$ cat src/rtl/isu_ex_latch_pkg.sv
`default_nettype none
// +----------------------------------------------------------------------------+
// | isu_ex_latch_pkg                                                           |
// | Issue-packet layout and issue-port numbering shared by the priority        |
// | decoder and the issue-to-execute boundary register.                        |
// | Revision: 1.0                                                              |
// +----------------------------------------------------------------------------+
package isu_ex_latch_pkg;

  localparam int IS_INST_WIDTH    = 66;
  localparam int ISQ_IDX_BITS_NUM = 6;

  localparam int IS_BIT_INST_VLD  = 65;
  localparam int IS_BIT_IDX       = 64;
  localparam int IS_PREG_BITS     = 6;

  localparam int FUN_MULT_BIT     = 0;
  localparam int FUN_ADD1_BIT     = 1;
  localparam int FUN_ADD2_BIT     = 2;
  localparam int FUN_ADDR_BIT     = 3;
  localparam int FUN_NUM          = 4;

  localparam int MUL_CNT_BITS     = 4;

  typedef enum logic [1:0] {
    PORT_MULT = 2'd0,
    PORT_ALU1 = 2'd1,
    PORT_ALU2 = 2'd2,
    PORT_ADDR = 2'd3
  } isu_port_e;

  typedef struct packed {
    logic                                  vld;
    logic [ISQ_IDX_BITS_NUM-1:0]           idx;
    logic [IS_INST_WIDTH-ISQ_IDX_BITS_NUM-IS_PREG_BITS-2:0] payload;
    logic [IS_PREG_BITS-1:0]               preg;
  } is_pkt_t;

  function automatic logic is_pkt_vld(input logic [IS_INST_WIDTH-1:0] pkt);
    return pkt[IS_BIT_INST_VLD];
  endfunction

endpackage : isu_ex_latch_pkg
`default_nettype wire

$ cat src/rtl/isu_ex_latch_port_reg.sv
`default_nettype none
// +----------------------------------------------------------------------------+
// | isu_port_reg                                                               |
// | One issue-port packet register: load on accept, optional hold, bubble      |
// | otherwise; flush clears only the valid bit of whatever is held.            |
// | Revision: 1.0                                                              |
// +----------------------------------------------------------------------------+
module isu_port_reg #(
  parameter int WIDTH   = 66,
  parameter int VLD_BIT = 65
) (
  input  logic             clk,
  input  logic             rst_n,
  input  logic [WIDTH-1:0] pkt_i,
  input  logic             acc_i,
  input  logic             hold_i,
  input  logic             flush_i,
  output logic [WIDTH-1:0] pkt_o
);

  logic [WIDTH-1:0] pkt_q;
  logic [WIDTH-1:0] pkt_d;

  always_comb begin
    pkt_d = '0;
    if (flush_i) begin
      pkt_d          = pkt_q;
      pkt_d[VLD_BIT] = 1'b0;
    end else if (acc_i) begin
      pkt_d = pkt_i;
    end else if (hold_i) begin
      pkt_d = pkt_q;
    end
  end

  always_ff @(posedge clk or negedge rst_n) begin
    if (!rst_n) begin
      pkt_q <= '0;
    end else begin
      pkt_q <= pkt_d;
    end
  end

  assign pkt_o = pkt_q;

endmodule : isu_port_reg
`default_nettype wire

$ cat src/rtl/isu_ex_latch.sv
`default_nettype none
// +----------------------------------------------------------------------------+
// | isu_ex_latch                                                               |
// | Issue-to-execute boundary register for the mult/ALU1/ALU2/addr ports,      |
// | with multiplier occupancy tracking and the same-cycle ready vector.        |
// | Revision: 1.0                                                              |
// +----------------------------------------------------------------------------+
module isu_ex_latch #(
  parameter int IS_INST_WIDTH    = isu_ex_latch_pkg::IS_INST_WIDTH,
  parameter int ISQ_IDX_BITS_NUM = isu_ex_latch_pkg::ISQ_IDX_BITS_NUM,
  parameter int MUL_LAT          = 3
) (
  input  logic                     clk,
  input  logic                     rst_n,
  input  logic [IS_INST_WIDTH-1:0] mul_ins_to_rf,
  input  logic [IS_INST_WIDTH-1:0] alu1_ins_to_rf,
  input  logic [IS_INST_WIDTH-1:0] alu2_ins_to_rf,
  input  logic [IS_INST_WIDTH-1:0] adr_ins_to_rf,
  input  logic                     mem_stall,
  input  logic                     flush,
  output logic [3:0]               fun_rdy_frm_exe,
  output logic [IS_INST_WIDTH-1:0] mul_ins_to_ex,
  output logic [IS_INST_WIDTH-1:0] alu1_ins_to_ex,
  output logic [IS_INST_WIDTH-1:0] alu2_ins_to_ex,
  output logic [IS_INST_WIDTH-1:0] adr_ins_to_ex,
  output logic                     issue_err
);

  import isu_ex_latch_pkg::*;

  localparam logic [MUL_CNT_BITS-1:0] MUL_LAT_LOAD = MUL_CNT_BITS'(MUL_LAT - 1);

  if (MUL_LAT < 1 || MUL_LAT > 15 || ISQ_IDX_BITS_NUM >= IS_INST_WIDTH) begin : g_param_check
    $error("isu_ex_latch: illegal parameter combination");
  end

  logic [IS_INST_WIDTH-1:0]  pkt_rf [FUN_NUM];
  logic [IS_INST_WIDTH-1:0]  pkt_ex [FUN_NUM];
  logic [FUN_NUM-1:0]        rdy;
  logic [FUN_NUM-1:0]        vld;
  logic [FUN_NUM-1:0]        acc;
  logic [FUN_NUM-1:0]        hold;

  logic [MUL_CNT_BITS-1:0]   mul_cnt_q;
  logic [MUL_CNT_BITS-1:0]   mul_cnt_d;
  logic                      issue_err_q;
  logic                      issue_err_d;

  assign pkt_rf[FUN_MULT_BIT] = mul_ins_to_rf;
  assign pkt_rf[FUN_ADD1_BIT] = alu1_ins_to_rf;
  assign pkt_rf[FUN_ADD2_BIT] = alu2_ins_to_rf;
  assign pkt_rf[FUN_ADDR_BIT] = adr_ins_to_rf;

  // Deliberate same-cycle path from flush/mem_stall into the decoder.
  always_comb begin
    rdy               = '0;
    rdy[FUN_MULT_BIT] = (mul_cnt_q == '0) & ~flush;
    rdy[FUN_ADD1_BIT] = ~flush;
    rdy[FUN_ADD2_BIT] = ~flush;
    rdy[FUN_ADDR_BIT] = ~mem_stall & ~flush;
  end

  for (genvar p = 0; p < FUN_NUM; p++) begin : g_port
    assign vld[p]  = is_pkt_vld(pkt_rf[p]);
    assign acc[p]  = vld[p] & rdy[p];
    // Only the address path waits on the memory side; other ports bubble.
    assign hold[p] = (p == FUN_ADDR_BIT) ? mem_stall : 1'b0;

    isu_port_reg #(
      .WIDTH   (IS_INST_WIDTH),
      .VLD_BIT (IS_BIT_INST_VLD)
    ) u_port_reg (
      .clk     (clk),
      .rst_n   (rst_n),
      .pkt_i   (pkt_rf[p]),
      .acc_i   (acc[p]),
      .hold_i  (hold[p]),
      .flush_i (flush),
      .pkt_o   (pkt_ex[p])
    );
  end

  always_comb begin
    mul_cnt_d = mul_cnt_q;
    if (flush) begin
      mul_cnt_d = '0;
    end else if (acc[FUN_MULT_BIT]) begin
      mul_cnt_d = MUL_LAT_LOAD;
    end else if (mul_cnt_q != '0) begin
      mul_cnt_d = mul_cnt_q - MUL_CNT_BITS'(1);
    end
  end

  // Sticky until reset; a packet offered to a blocked port is dropped.
  always_comb begin
    issue_err_d = issue_err_q | (~flush & (|(vld & ~rdy)));
  end

  always_ff @(posedge clk or negedge rst_n) begin
    if (!rst_n) begin
      mul_cnt_q   <= '0;
      issue_err_q <= 1'b0;
    end else begin
      mul_cnt_q   <= mul_cnt_d;
      issue_err_q <= issue_err_d;
    end
  end

  assign fun_rdy_frm_exe = rdy;
  assign mul_ins_to_ex   = pkt_ex[FUN_MULT_BIT];
  assign alu1_ins_to_ex  = pkt_ex[FUN_ADD1_BIT];
  assign alu2_ins_to_ex  = pkt_ex[FUN_ADD2_BIT];
  assign adr_ins_to_ex   = pkt_ex[FUN_ADDR_BIT];
  assign issue_err       = issue_err_q;

endmodule : isu_ex_latch
`default_nettype wire

$ cat config.mk
export PLATFORM = sky130hd
export DESIGN_NAME = isu_ex_latch
export DESIGN_NICKNAME = d
export VERILOG_FILES = /design/src/rtl/isu_ex_latch_pkg.sv /design/src/rtl/isu_ex_latch_port_reg.sv /design/src/rtl/isu_ex_latch.sv
export SDC_FILE = /design/constraint.sdc
export NUM_CORES = 1
export LEC_CHECK = 0
export ABC_CLOCK_PERIOD_IN_PS = 3050
export BUFFER_PORTS_ARGS = -buffer_cell sky130_fd_sc_hd__clkbuf_2
export CORE_AREA = 2 2 208 210
export CTS_CLUSTER_SIZE = 30
export DETAILED_ROUTE_END_ITERATION = 10
export DIE_AREA = 0 0 210 212
export SYNTH_ARGS = -nofsm -noshare
export SYNTH_HDL_FRONTEND = slang
export SYNTH_HIERARCHICAL = 1
export SYNTH_SLANG_ARGS = --single-unit
$ cat constraint.sdc
create_clock -name clk -period 3.05 [get_ports clk]
set_clock_uncertainty 0.15 [all_clocks]
set_input_delay 0.61 -clock clk [delete_from_list [all_inputs] [get_ports clk]]
set_output_delay 0.61 -clock clk [all_outputs]
set_load 0.01 [all_outputs]
==> impl_metrics.csv <==
group,metric,value,unit
final_layout,design_area,0.01402,mm^2
place,io_buffers,536,
place,post-dp-hpwl,21900,um
detailed_routing,first_pass_iters,6,
floorplan,die_y,212,um
sta,period_minus_slack,2.706,ns
detailed_routing,top_layer,"met5",
detailed_routing,wl_met1,12720,um
detailed_routing,post_drt_wl_per_cell,17.48,um
yosys,avgSynthCellArea,15.36,um^2
final_layout,fillCellCount,4241,
sta,finalCritPeriodShare,88.73,%
detailed_routing,viasPerCell,4.423,
grt,grt_first_pass_wirelength,45480,um
sta,rsz0062_at_grt,"false",
run,cap_viol_max_count,0,
final_layout,finalNetCount,1445,
grt,grt_pass1_vias,7951,
floorplan,initial_core_util,23.08,%
detailed_routing,dr_total_vias,7709,
final_layout,drive_gt1_share,52.17,%
grt,track_usage,12.89,%
setup_path,critPathCaptureType,"output port",
setup_path,crit_path_max_incr_delay,0.46,ns
sta,final-hold-violation-count,0,
power_and_ir_drop,p_sw_share,26.42,%
grt,antenna_found_initial,7,
floorplan,pin_count,537,
yosys,yosysTopAreaCell,"dfrtp_1",
sta,timing.hold.ws,0.1345,ns
yosys,synth_seq_cells,269,
setup_path,startpoint_type,"register",
detailed_routing,route.final.wire_length,30470,um
yosys,synth_cell_types,29,
grt,gr-total-overflow,0,
power_and_ir_drop,cellLeakagePower,7.679,nW
clock_network,path_clk_slew,0.06,ns
sta,final-setup-viol-count,0,
power_and_ir_drop,seqPwrFrac,44.7,%
clock_network,clockBufferDepth,3,
floorplan,dieArea,0.04452,mm^2
place,place_area,0.01302,mm^2
sta,final.setup.tns,0,ns
setup_path,cpMaxStageDelayCell,"or3b_1",
place,gp_congestion,0.8070,
power_and_ir_drop,p_per_area,680.2,mW/mm^2
detailed_routing,drtAntennaViolNets,0,
yosys,synth_top_cell_area_share,68.60,%
sta,timing.fmax,0.3695,GHz
setup_path,cp_cell_sequence,"inv_1 -> ha_1 -> or3b_1 -> nor2_1 -> clkbuf_2",
setup_path,r2r-start,"mul_cnt_q[0]",
yosys,synth-seq-area-share,68.60,%
power_and_ir_drop,p_switching,2.520,mW
setup_path,arrival,1.95,ns
setup_path,worstSetupPathType,"register to output port",
clock_network,cts_buffers,28,
floorplan,rows,76,
setup_path,cp_max_fo,5,
yosys,yosys_warnings,6,
yosys,synthTopCellsByArea,"dfrtp_1 (69%), a22o_1 (23%), buf_6 (2.8%)",
sta,worst_pin_slew,1.221,ns
outcome,status,"finished, final reports clean",
setup_path,startpoint,"mul_cnt_q[0]",
sta,slew_violations,0,
detailed_routing,wl_met2,14700,um
clock_network,cts_sinks,269,
setup_path,cp.required,2.29,ns
clock_network,clk_latency,0.54,ns
power_and_ir_drop,pwr-share-clk,37.8,%
floorplan,core,0.04251,mm^2
setup_path,r2r_setup_slack,0.61,ns
floorplan,die_w,210,um
yosys,syn_area,0.009812,mm^2
power_and_ir_drop,p_total,9.538,mW
power_and_ir_drop,pwr-share-comb,17.5,%
min_path,hold_path.class,"input port to register",
power_and_ir_drop,internal-power,7.017,mW
final_layout,syn_to_final_growth,42.91,%
grt,grt_max_degree,73,
min_path,min_from,"adr_ins_to_rf[13]",
sta,max_slew_margin,18.59,%
detailed_routing,drtIter0Drc,503,
power_and_ir_drop,peakVddDrop,0.2755,mV
yosys,synth_cells,639,
clock_network,cts_tree,"built",
clock_network,root_buffer,"clkbuf_16",
detailed_routing,met3_length,2280,um
clock_network,htreeDepth,1,
detailed_routing,drc_errors,0,
-- layout make-up --
cell class	count	area, um^2	area share, %
tap	546	683.2	4.872
timing repair buffer	561	2983	21.27
clock inverter	10	127.6	0.9101
inverter	7	26.28	0.1874
sequential	269	6731	48.01
clock buffer	40	867.1	6.184
antenna	1	2.502	0.01785
multi-input combinational	309	2601	18.55
-- per-stage QoR --
| step | utilization, % | worst slack, ns | instances |
|---|---|---|---|
| 2_1_floorplan | - | 0.8448 | 644 |
| 3_3_place_gp | 30.62 | 0.4871 | 1691 |
| 3_5_place_dp | 30.62 | 0.4407 | 1691 |
| 4_1_cts | 32.98 | 0.2941 | 1742 |
| 5_1_grt | 32.98 | 0.2519 | 1742 |
| 6_report | 32.99 | 0.3438 | 1743 |
-- cells in the mapped netlist (all sizes together) --
cell type and count:
nand2 4, and2 1, nand2b 1, a21oi 5, mux2i 1, a311o 1
ha 1, nand3 4, a22o 260, buf 57, inv 7, mux2 2
nand3b 1, clkbuf 2, nor2 7, nor2b 3, conb 1, nor3b 2
o21bai 1, or2 1, and3b 1, dfrtp 269, a21o 4, or3b 1
nor3 2
-- power by group through the flow --
stage / Combinational (mW) / Clock, mW / Sequential (mW)
2_1_floorplan: 0.669 / 0 / 4.48
3_3_place_gp: 1.66 / 0 / 4.31
3_5_place_dp: 1.69 / 0 / 4.31
4_1_cts: 1.70 / 3.71 / 4.26
5_1_grt: 1.82 / 3.88 / 4.32
6_report: 1.67 / 3.60 / 4.27
-- state kept, by name, indices dropped and copies added (netlist names) --
register and count:
g_port.u_port_reg/pkt_o 264, issue_err 1, mul_cnt_q 4
-- critical path: cells and delay by family, from the launching register on --
| kind | cells | cell delay [ns] |
|---|---|---|
| AND/OR/NAND/NOR | 2 | 0.59 |
| flip-flops | 1 | 0.41 |
| buffers and inverters | 2 | 0.23 |
| adder cells (fa/ha/maj) | 1 | 0.18 |
-- logic make-up (layout without fill, tap and decap cells) --
group / count (synthesis) / in the layout / synth area share [%]
buf+inv: 66 / 618 / 5.432
fa+ha+maj: 1 / 1 / 0.1275
flops: 269 / 269 / 68.60
other cells: 1 / 7 / 0.03822
compound gates: 271 / 271 / 23.95
mux: 3 / 3 / 0.3315
simple gates: 28 / 28 / 1.518
-- layer usage --
metal	global-route usage [%]	vias up
met3	3.456	49
met2	21.61	329
met5	0	-
met1	16.33	3799
li1	-	3520
met4	3.815	12
-- final timing paths --
path	to	cells past startpoint
setup / recovery	fun_rdy_frm_exe[0]	5
max in group asynchronous	g_port[3].u_port_reg/pkt_o[22]	3
setup reg to reg	g_port[0].u_port_reg/pkt_o[24]	8
min in group asynchronous	g_port[2].u_port_reg/pkt_o[55]	2
hold reg to reg	issue_err	1
hold / removal	g_port[3].u_port_reg/pkt_o[13]	2
-- what timing repair did --
action | 4_1_cts | 5_1_grt
setup buffers | 0 | 0
endpoints found under the setup margin | 0 | 0
hold endpoints to repair | 56 | 0
hold buffers | 1 | 0
gates resized for setup | 0 | 0
-- layout by cell type (no fill, tap or decap) --
master,count
inv_1,3
a22o_1,260
or2_2,1
mux2_2,2
conb_1,6
clkbuf_16,29
clkbuf_1,1
dfrtp_1,269
diode_2,1
dlygate4sd3_1,1
mux2i_1,1
nor2_4,4
buf_12,8
clkinvlp_4,1
nand2b_1,1
a21o_2,4
and2_1,1
and3b_1,1
nor2_1,3
o21bai_1,1
nor3_1,2
or3b_1,1
bufinv_16,3
inv_2,4
a21oi_1,5
clkbuf_2,535
a311o_1,1
ha_1,1
nand2_1,4
clkinv_2,6
nor2b_1,3
nor3b_1,2
clkbuf_8,10
buf_4,16
buf_8,1
nand3b_1,1
nand3_1,4
Power figures use the tool's default switching activity.
